===== config.mk =====
export PLATFORM = sky130hd
export DESIGN_NAME = dmem_arbiter
export DESIGN_NICKNAME = d
export VERILOG_FILES = /design/src/rtl/dmem_arbiter_pkg.sv /design/src/rtl/dmem_lane_align.sv /design/src/rtl/dmem_arbiter.sv
export SDC_FILE = /design/constraint.sdc
export NUM_CORES = 1
export LEC_CHECK = 0
export BUFFER_PORTS_ARGS = -buffer_cell sky130_fd_sc_hd__buf_4
export CORE_AREA = 2 2 110 112
export CTS_BUF_LIST = sky130_fd_sc_hd__clkbuf_8
export DETAILED_ROUTE_END_ITERATION = 16
export DIE_AREA = 0 0 112 114
export MAX_ROUTING_LAYER = met4
export PLACE_DENSITY_LB_ADDON = 0.08
export SYNTH_ARGS = -nofsm -noshare
export SYNTH_HDL_FRONTEND = slang
export SYNTH_HIERARCHICAL = 1
export SYNTH_SLANG_ARGS = --single-unit

===== constraint.sdc =====
create_clock -name i_clk -period 3.7 [get_ports i_clk]
set_clock_uncertainty 0.15 [all_clocks]
set_input_delay 0.37 -clock i_clk [delete_from_list [all_inputs] [get_ports i_clk]]
set_output_delay 0.37 -clock i_clk [all_outputs]
set_load 0.01 [all_outputs]

===== src/rtl/dmem_arbiter_pkg.sv =====
// Shared MEM-stage definitions: load/store size codes, arbiter FSM encoding,
// and byte-lane write-enable constants.
// Imported by dmem_lane_align and dmem_arbiter.
package dmem_arbiter_pkg;

   // Load/store size codes carried down the pipeline with each MEM access.
   localparam logic [2:0] BHW_W  = 3'b001;
   localparam logic [2:0] BHW_H  = 3'b010;
   localparam logic [2:0] BHW_B  = 3'b100;
   localparam logic [2:0] BHW_WU = 3'b101;
   localparam logic [2:0] BHW_HU = 3'b111;
   localparam logic [2:0] BHW_BU = 3'b110;

   // Arbiter FSM states.
   localparam logic [1:0] ST_IDLE    = 2'd0;
   localparam logic [1:0] ST_DU_WAIT = 2'd1;
   localparam logic [1:0] ST_DU_RESP = 2'd2;

   // Byte-lane write enables, lane 0 = bits [7:0]; shifted by the address offset.
   localparam logic [3:0] WE_NONE = 4'b0000;
   localparam logic [3:0] WE_BYTE = 4'b0001;
   localparam logic [3:0] WE_HALF = 4'b0011;
   localparam logic [3:0] WE_WORD = 4'b1111;

endpackage


===== src/rtl/dmem_lane_align.sv =====
// Purpose: store-lane enables/replication, alignment check, load lane extract + extend.
// Latency: purely combinational.  Backpressure: none (no handshake).
// Ports: i_st_* describe the access being issued, i_ld_* the registered load info
//        paired with i_mem_rdata; o_ld_data is the extended load result.
module dmem_lane_align
   import dmem_arbiter_pkg::*;
(
   input  logic [2:0]  i_st_type,
   input  logic [1:0]  i_st_off,
   input  logic [31:0] i_st_wdata,
   output logic [3:0]  o_st_we,
   output logic [31:0] o_st_wdata,
   output logic        o_misaligned,
   input  logic [2:0]  i_ld_type,
   input  logic [1:0]  i_ld_off,
   input  logic [31:0] i_mem_rdata,
   output logic [31:0] o_ld_data
);

   logic [31:0] shifted;

   // Unknown size codes fall through the default and stay flagged misaligned,
   // so the arbiter suppresses them like any other bad access.
   always_comb begin
      o_st_we      = WE_NONE;
      o_st_wdata   = i_st_wdata;
      o_misaligned = 1'b1;
      case (i_st_type)
         BHW_W, BHW_WU: begin
            o_st_we      = WE_WORD;
            o_misaligned = (i_st_off != 2'b00);
         end
         BHW_H, BHW_HU: begin
            o_st_we      = WE_HALF << {i_st_off[1], 1'b0};
            o_st_wdata   = {2{i_st_wdata[15:0]}};
            o_misaligned = i_st_off[0];
         end
         BHW_B, BHW_BU: begin
            o_st_we      = WE_BYTE << i_st_off;
            o_st_wdata   = {4{i_st_wdata[7:0]}};
            o_misaligned = 1'b0;
         end
         default: ;
      endcase
   end

   // Bring the addressed lane down to bit 0, then extend by size/signedness.
   assign shifted = i_mem_rdata >> {i_ld_off, 3'b000};

   always_comb begin
      o_ld_data = shifted;
      case (i_ld_type)
         BHW_B:   o_ld_data = {{24{shifted[7]}}, shifted[7:0]};
         BHW_BU:  o_ld_data = {24'h0, shifted[7:0]};
         BHW_H:   o_ld_data = {{16{shifted[15]}}, shifted[15:0]};
         BHW_HU:  o_ld_data = {16'h0, shifted[15:0]};
         default: o_ld_data = shifted;
      endcase
   end

endmodule


===== src/rtl/dmem_arbiter.sv =====
// Purpose: share the single-port data memory between CPU MEM stage (priority) and debug unit.
// Latency: CPU load data and DU read data 1 cycle after issue; DU waits at most MAX_WAIT cycles.
// Backpressure: DU holds i_du_req until o_du_ready; CPU held by a one-cycle o_cpu_stall only.
// Ports: i_cpu_* / o_cpu_* MEM-stage port, i_du_* / o_du_* debug port,
//        o_mem_* / i_mem_rdata synchronous single-port memory (read data one cycle after o_mem_en).
module dmem_arbiter
   import dmem_arbiter_pkg::*;
#(
   parameter int ADDR_W   = 10,
   parameter int MAX_WAIT = 8
) (
   input  logic              i_clk,
   input  logic              i_reset,
   input  logic              i_cpu_req,
   input  logic              i_cpu_we,
   input  logic [31:0]       i_cpu_addr,
   input  logic [31:0]       i_cpu_wdata,
   input  logic [2:0]        i_cpu_bhw_type,
   output logic [31:0]       o_cpu_rdata,
   output logic              o_cpu_stall,
   output logic              o_cpu_misaligned,
   input  logic              i_du_req,
   input  logic              i_du_we,
   input  logic [31:0]       i_du_addr,
   input  logic [31:0]       i_du_wdata,
   output logic              o_du_ready,
   output logic              o_du_rvalid,
   output logic [31:0]       o_du_rdata,
   output logic              o_mem_en,
   output logic [3:0]        o_mem_we,
   output logic [ADDR_W-1:0] o_mem_addr,
   output logic [31:0]       o_mem_wdata,
   input  logic [31:0]       i_mem_rdata
);

   localparam int CNT_W = $clog2(MAX_WAIT + 1);

   logic [1:0]       state_q, state_d;
   logic [CNT_W-1:0] cnt_q, cnt_d;
   logic             ld_pend_q;
   logic [1:0]       ld_off_q;
   logic [2:0]       ld_type_q;
   logic [31:0]      rdata_q;

   logic [3:0]  cpu_lanes;
   logic [31:0] cpu_wdata_rep;
   logic        cpu_misal;
   logic [31:0] ld_data;
   logic        cpu_act, du_act;
   logic        cpu_issue, du_issue, force_stall;
   logic        cpu_load_issue;
   logic        unused_addr_bits;

   dmem_lane_align u_lane_align (
      .i_st_type    (i_cpu_bhw_type),
      .i_st_off     (i_cpu_addr[1:0]),
      .i_st_wdata   (i_cpu_wdata),
      .o_st_we      (cpu_lanes),
      .o_st_wdata   (cpu_wdata_rep),
      .o_misaligned (cpu_misal),
      .i_ld_type    (ld_type_q),
      .i_ld_off     (ld_off_q),
      .i_mem_rdata  (i_mem_rdata),
      .o_ld_data    (ld_data)
   );

   // Requests are masked while reset is held so every output reads 0 during reset.
   // A misaligned CPU access never reaches memory, so it does not compete with the DU.
   assign cpu_act = i_reset && i_cpu_req && !cpu_misal;
   assign du_act  = i_reset && i_du_req;

   always_comb begin
      state_d     = state_q;
      cnt_d       = cnt_q;
      cpu_issue   = 1'b0;
      du_issue    = 1'b0;
      force_stall = 1'b0;
      case (state_q)
         ST_IDLE: begin
            if (cpu_act) begin
               cpu_issue = 1'b1;
               if (du_act) begin
                  cnt_d   = CNT_W'(1);
                  state_d = ST_DU_WAIT;
               end
            end else if (du_act) begin
               du_issue = 1'b1;
               state_d  = i_du_we ? ST_IDLE : ST_DU_RESP;
            end
         end
         ST_DU_WAIT: begin
            if (cpu_act && (cnt_q < CNT_W'(MAX_WAIT))) begin
               cpu_issue = 1'b1;
               cnt_d     = cnt_q + 1'b1;
            end else if (du_act) begin
               // Either the CPU is quiet or the DU has waited long enough:
               // take the slot and hold the pipeline if the CPU wanted it.
               du_issue    = 1'b1;
               force_stall = cpu_act;
               cnt_d       = '0;
               state_d     = i_du_we ? ST_IDLE : ST_DU_RESP;
            end else begin
               // DU withdrew its request; nothing left to protect.
               cnt_d   = '0;
               state_d = ST_IDLE;
            end
         end
         ST_DU_RESP: begin
            cpu_issue = cpu_act;
            state_d   = ST_IDLE;
         end
         default: state_d = ST_IDLE;
      endcase
   end

   assign cpu_load_issue = cpu_issue && !i_cpu_we;

   always_comb begin
      o_mem_en    = cpu_issue || du_issue;
      o_mem_we    = WE_NONE;
      o_mem_addr  = '0;
      o_mem_wdata = '0;
      if (du_issue) begin
         o_mem_we    = i_du_we ? WE_WORD : WE_NONE;
         o_mem_addr  = i_du_addr[ADDR_W+1:2];
         o_mem_wdata = i_du_wdata;
      end else if (cpu_issue) begin
         o_mem_we    = i_cpu_we ? cpu_lanes : WE_NONE;
         o_mem_addr  = i_cpu_addr[ADDR_W+1:2];
         o_mem_wdata = cpu_wdata_rep;
      end
   end

   assign o_cpu_stall      = force_stall;
   assign o_cpu_misaligned = i_reset && i_cpu_req && cpu_misal;
   assign o_du_ready       = du_issue;
   assign o_du_rvalid      = (state_q == ST_DU_RESP);
   assign o_du_rdata       = o_du_rvalid ? i_mem_rdata : 32'h0;
   // Fresh data straight from memory in the completion cycle, held value afterwards.
   assign o_cpu_rdata      = ld_pend_q ? ld_data : rdata_q;

   always_ff @(posedge i_clk or negedge i_reset) begin
      if (!i_reset) begin
         state_q   <= ST_IDLE;
         cnt_q     <= '0;
         ld_pend_q <= 1'b0;
         ld_off_q  <= 2'b00;
         ld_type_q <= 3'b000;
         rdata_q   <= 32'h0;
      end else begin
         state_q   <= state_d;
         cnt_q     <= cnt_d;
         ld_pend_q <= cpu_load_issue;
         if (cpu_load_issue) begin
            ld_off_q  <= i_cpu_addr[1:0];
            ld_type_q <= i_cpu_bhw_type;
         end
         if (ld_pend_q) begin
            rdata_q <= ld_data;
         end
      end
   end

   // Address bits outside the memory window, and the DU byte offset, are don't-care.
   assign unused_addr_bits = ^{i_cpu_addr[31:ADDR_W+2], i_du_addr[31:ADDR_W+2], i_du_addr[1:0]};

endmodule


==> results.sh, run 1 <==
export IMPL_peakVddDrop_uv=181
export IMPL_overflow=0
export IMPL_power_density_mw_per_mm2=427
export IMPL_vias=4118
export IMPL_port_buffers=241
export IMPL_antenna_found_initial=1
export IMPL_worst_slew_pin_slew_ns=0.929
export IMPL_drv_slew=0
export IMPL_cts_hold_buffers=0
export IMPL_cts_setup_buffers=0
export IMPL_setup_viol=0
export IMPL_syn_to_final_growth_pct=48.8
export IMPL_worst_slack_ns=0.442
export IMPL_met3_length_mm=1.05
export IMPL_critPathArrivalTime_ns=2.74
export IMPL_setup_tns_ns=0
export IMPL_ioPinCount=284
export IMPL_total_power_uw=2500
export IMPL_synth_async_reset_ratio=1.00
export IMPL_grtUsageTotal=0.212
export IMPL_drt_wirelength_per_cell_microns=17.9
export IMPL_first_global_vias=4058
export IMPL_met1Wirelength_mm=5.58
export IMPL_timing_fmax_mhz=307
export IMPL_cts_buffer_depth=2
export IMPL_yosysSeqAreaShare=0.281
export IMPL_synthesis_area_sq_mm=0.00393
export IMPL_ys_flop_type="dfrtp_1"
export IMPL_highest_layer="met4"
export IMPL_insertion_delay_ns=0.30
export IMPL_critPathKind="register to output pin"
export IMPL_status="finished clean"
export IMPL_layout_nets=783
export IMPL_grt_pass1_wl_mm=21.3
export IMPL_hold_class="primary input to asynchronous set/reset pin"
export IMPL_via_per_inst=5.40
export IMPL_cts_tree="yes"
export IMPL_cts_resized_gates=0
export IMPL_pwr_share_clk=0.153
export IMPL_cts_buffers=5
export IMPL_finalHoldViolCount=0
export IMPL_hpwlAfterDp_mm=10.6
export IMPL_drt_iter0_markers=196
export IMPL_start_kind="register"
export IMPL_die_y_microns=114
export IMPL_final_layout_size_suffix_gt1_frac=0.526
export IMPL_syn_num_nets=576
export IMPL_drtPass1Iterations=4
export IMPL_power_switching_uw=917
export IMPL_swShare=0.368
export IMPL_clkSinkCount=44
export IMPL_p_leak_uw=0.00286
export IMPL_die_area_sq_mm=0.0128
export IMPL_seqPwrFrac=0.302
export IMPL_multi_input_area_sq_mm=0.00255
export IMPL_synth_avg_cell_area_sq_um=9.67
export IMPL_die_w_microns=112
export IMPL_maxCapViolCount=0
export IMPL_synth_edf_count=0
export IMPL_root_buffer="clkbuf_8"
export IMPL_ys_types=48
export IMPL_n_fill_cell=1126
export IMPL_routed_wl_met2_mm=6.87
export IMPL_wl_mm=13.7
export IMPL_intPower_uw=1580
export IMPL_cp_max_fo=26
export IMPL_required_ns=3.18
export IMPL_finalCritPeriodShare=0.881
export IMPL_finalCriticalPeriod_ns=3.26
export IMPL_row_count=40
export IMPL_synth_seq_cells=44
export IMPL_initial_utilization=0.335
export IMPL_synth_yosys_warnings=6
export IMPL_grt_max_degree=50
export IMPL_postSynthCellCount=406
export IMPL_core_area_sq_mm=0.0117
export IMPL_clk_pin_slew_worst_paths_ns=0.10
export IMPL_finish_utilization=0.499
export IMPL_p_comb_frac=0.544
export IMPL_rsz0062_at_grt="false"
export IMPL_htreeDepth=2
export IMPL_drc_errors=0
export IMPL_place_gp_congestion=0.792
export IMPL_maxSlewHeadroom=0.378
export IMPL_ant_nets=0
export IMPL_place_ws_ns=0.441
export IMPL_critPathCaptureType="output pin"
export IMPL_layout_area_seq_sq_mm=0.00110
## cell usage after synthesis (3+ instances only)
| master | instances | area (sq um) |
|---|---|---|
| mux2_2 | 49 | 552 |
| dfrtp_1 | 44 | 1100 |
| a22o_1 | 42 | 368 |
| and2_1 | 33 | 206 |
| o21ai_0 | 28 | 140 |
| buf_2 | 21 | 105 |
| mux2i_1 | 15 | 150 |
| nor2b_1 | 13 | 81.3 |
| clkbuf_1 | 12 | 45.0 |
| nor2_1 | 12 | 45.0 |
| o211ai_1 | 10 | 75.1 |
| a21oi_1 | 9 | 45.0 |
| and3b_1 | 9 | 78.8 |
| buf_4 | 9 | 67.6 |
| nand2_1 | 8 | 30.0 |
| nor3b_1 | 8 | 60.1 |
| a211oi_1 | 7 | 52.6 |
| a2bb2oi_1 | 7 | 61.3 |
| o221a_2 | 7 | 78.8 |
| a32o_1 | 6 | 60.1 |
| o221ai_1 | 6 | 52.6 |
| buf_6 | 4 | 45.0 |
| inv_1 | 4 | 15.0 |
| a21o_1 | 3 | 22.5 |
| and4b_1 | 3 | 30.0 |
| mux2_1 | 3 | 33.8 |
| nand2b_1 | 3 | 18.8 |
| nand3b_1 | 3 | 22.5 |
## path summary, 6_finish.rpt
check	endpoint	slack [ns]	from	cells after the start
worst max-delay path	o_cpu_rdata[20]	0.44	ld_off_q[0]	6
worst min-delay path	rdata_q[0]	0.02	i_reset	2
worst max register to register	rdata_q[20]	1.15	ld_off_q[0]	5
worst min register to register	rdata_q[2]	0.34	rdata_q[2]	1
max in group asynchronous	ld_off_q[0]	2.95	i_reset	2
min in group i_clk	state_q[1]	0.09	i_du_we	2
## cell usage in the layout, fill, tap and decap left out, types with 7 or more instances in the layout
master / n
buf_4: 247
mux2_2: 49
dfrtp_1: 43
a22o_1: 42
and2_1: 33
o21ai_0: 28
mux2i_1: 15
nor2b_1: 12
nor2_1: 12
o211ai_1: 10
and3b_1: 9
a21oi_1: 9
nand2_1: 8
nor3b_1: 8
o221a_2: 7
a2bb2oi_1: 7
a211oi_1: 7
## per-layer routing
layer	vias up	GRT usage
met4	0	0.0390
met1	1952	0.261
met2	200	0.369
met3	13	0.0383
li1	1953	-
met5	-	-
## power groups by stage
stage / clock network [uW] / registers, uW / logic (uW)
2_1_floorplan: 0 / 715 / 810
3_5_place_dp: 0 / 767 / 1370
5_1_grt: 419 / 778 / 1480
6_report: 382 / 754 / 1360
4_1_cts: 397 / 756 / 1380
3_3_place_gp: 0 / 756 / 1360
## state kept, by name, indices dropped and copies added (netlist names)
signal	cells
cnt_q	4
ld_off_q	2
ld_pend_q	1
ld_type_q	3
rdata_q	32
state_q	2
## critical path: stages, from the launching register on
cell,delay [ns]
dfrtp_2,0.62
buf_4,0.39
nand3b_1,0.16
o21a_1,0.57
o221ai_1,0.20
mux2_2,0.34
buf_4,0.15
## stage by stage
stage | hold slack [ns] | cells | cell area [sq um]
after CTS | 0.0360 | 761 | 5840
after global routing | 0.0546 | 762 | 5840
final | 0.0233 | 762 | 5840
after detailed placement | 0.326 | 753 | 5720
after floorplan | -0.0756 | 406 | 3930
after global placement | 0.321 | 753 | 5720
## kinds of logic after synthesis
kind of cell	synth area share
buffers and inverters	0.0727
flip-flops	0.281
multiplexers	0.195
adder cells (fa/ha/maj)	0.00319
AO/OA/AOI/OAI	0.286
AND/OR/NAND/NOR	0.162
## final cells by class
class	instances	share of cell area
diodes	1	0.000428
clock buffers	5	0.0118
clock inverters	3	0.00792
inverters	4	0.00257
multi-input cells	310	0.436
flip-flops and latches	44	0.189
well taps	147	0.0315
repair buffers	248	0.321
Power figures use the tool's default switching activity.
==> run 2, diff against run 1 <==
--- a/config.mk
+++ b/config.mk
@@ -12,6 +12,7 @@
 export DIE_AREA = 0 0 112 114
 export MAX_ROUTING_LAYER = met4
 export PLACE_DENSITY_LB_ADDON = 0.08
+export RECOVER_POWER = 100
 export SYNTH_ARGS = -nofsm -noshare
 export SYNTH_HDL_FRONTEND = slang
 export SYNTH_HIERARCHICAL = 1
==> results.sh, run 2 (synthesis results as in run 1) <==
export IMPL_status="finished with violations"
export IMPL_violations="max-capacitance violations, max-slew violations"
export IMPL_slowest_delay_ns=0.62
export IMPL_timing_fmax_mhz=304
export IMPL_finalHoldViolCount=0
export IMPL_cts_hold_buffers=0
export IMPL_crit_cells=6
export IMPL_crit_path_cell_trace="buf_4 > nand3b_1 > o21a_1 > o221ai_1 > mux2_1 > buf_4"
export IMPL_cts_setup_buffers=0
export IMPL_htreeDepth=2
export IMPL_critPathCaptureType="output pin"
export IMPL_root_buffer="clkbuf_8"
export IMPL_grt_max_degree=50
export IMPL_top_regs="rdata_q: 32 flops, cnt_q: 4 flops, ld_type_q: 3 flops"
export IMPL_cts_buffer_depth=2
export IMPL_wl_mm=13.5
export IMPL_critPathSlowestCell="dfrtp_2"
export IMPL_vias=4092
export IMPL_required_ns=3.18
export IMPL_die_area_sq_mm=0.0128
export IMPL_met2_usage=0.369
export IMPL_ant_nets=0
export IMPL_cp_max_fo=26
export IMPL_drv_slew=34
export IMPL_p_leak_uw=0.00252
export IMPL_cts_resized_gates=0
export IMPL_peakVddDrop_uv=173
export IMPL_critPathArrivalTime_ns=2.77
export IMPL_use_met3=0.0383
export IMPL_core_area_sq_mm=0.0117
export IMPL_n_fill_cell=1209
export IMPL_place_gp_congestion=0.792
export IMPL_setup_viol=0
export IMPL_final_cell_mix="buf_4 (166), clkbuf_1 (80), dfrtp_1 (43)"
export IMPL_clkSinkCount=44
export IMPL_port_buffers=241
export IMPL_drc_errors=0
export IMPL_multi_input_area_sq_mm=0.00252
export IMPL_ff2ff_path_depth=5
export IMPL_hpwlAfterDp_mm=10.6
export IMPL_use_met1=0.261
export IMPL_layout_area_seq_sq_mm=0.00110
export IMPL_hold_class="primary input to asynchronous set/reset pin"
export IMPL_insertion_delay_ns=0.30
export IMPL_drtPass1Iterations=4
export IMPL_die_w_microns=112
export IMPL_rsz0062_at_grt="false"
export IMPL_syn_to_final_growth_pct=40.5
export IMPL_layout_nets=783
export IMPL_die_y_microns=114
export IMPL_busiest_layer="met2"
export IMPL_final_common_cell="buf_4"
export IMPL_antenna_found_initial=1
export IMPL_drt_wirelength_per_cell_microns=17.7
export IMPL_finalCritPeriodShare=0.889
export IMPL_worst_slew_pin_slew_ns=1.67
export IMPL_drt_iter0_markers=217
export IMPL_largest_reg_flops=32
export IMPL_initial_utilization=0.335
export IMPL_clk_pin_slew_worst_paths_ns=0.09
export IMPL_largest_register="rdata_q"
export IMPL_ioPinCount=284
export IMPL_path_buf_inv=2
export IMPL_grtUsageTotal=0.212
export IMPL_via_per_inst=5.37
export IMPL_cts_tree="yes"
export IMPL_critical_path_top_delay_family="compound AO/OA/AOI/OAI gates"
export IMPL_start_kind="register"
export IMPL_grt_pass1_wl_mm=21.3
export IMPL_maxSlewHeadroom=-0.115
export IMPL_critPathKind="register to output pin"
export IMPL_maxCapViolCount=1
export IMPL_power_density_mw_per_mm2=417
export IMPL_finish_utilization=0.471
export IMPL_cts_buffers=5
export IMPL_finalCriticalPeriod_ns=3.29
export IMPL_setup_tns_ns=0
export IMPL_first_global_vias=4058
export IMPL_cpMostUsedCell="buf_4"
export IMPL_overflow=0
export IMPL_row_count=40
export IMPL_final_layout_size_suffix_gt1_frac=0.342
[run 2: routing by layer]
layer / vias up / share of wire
li1: 1960 / -
met1: 1938 / 0.41
met2: 183 / 0.51
met3: 11 / 0.076
met4: 0 / 0.011
met5: - / 0
[run 2: area by class of cell]
cell class              instances  area share
multi-input cells             310       0.457
inverters                       4     0.00272
repair buffers                248       0.285
flip-flops and latches         44       0.200
clock inverters                 3     0.00840
clock buffers                   5      0.0125
diodes                          1    0.000454
well taps                     147      0.0334
[run 2: where the power goes]
group / leakage (uW) / switching, uW / internal [uW] / total [uW]
Clock: 0.0000548 / 178 / 204 / 382
Sequential: 0.000551 / 86.1 / 664 / 750
Combinational: 0.00192 / 639 / 530 / 1170
Total: 0.00252 / 904 / 1400 / 2300
[run 2: worst register-to-register path: stages (launching register included)]
cell,delay (ns)
dfrtp_2,0.62
buf_4,0.39
nand3b_1,0.16
o21a_1,0.54
o221ai_1,0.21
mux2_1,0.38
[run 2: through the flow]
step / setup slack [ns] / area [sq um] / total power [uW] / hold slack [ns] / cells
after global routing: 0.223 / 5510 / 2480 / 0.0812 / 762
after global placement: 0.493 / 5720 / 2120 / 0.321 / 753
final: 0.413 / 5510 / 2300 / 0.0533 / 762
after floorplan: 1.11 / 3930 / 1530 / -0.0756 / 406
after detailed placement: 0.441 / 5720 / 2140 / 0.326 / 753
after CTS: 0.430 / 5840 / 2530 / 0.0360 / 761
[run 2: path summary, 6_finish.rpt]
kind                        startpoint               to  slack, ns
min in group i_clk             i_du_we       state_q[1]       0.09
setup / recovery           ld_off_q[0]  o_cpu_rdata[21]       0.41
setup reg to reg           ld_off_q[0]      rdata_q[21]       1.11
hold / removal                 i_reset       rdata_q[0]       0.05
max in group asynchronous      i_reset      ld_off_q[0]       2.92
hold reg to reg             rdata_q[2]       rdata_q[2]       0.34
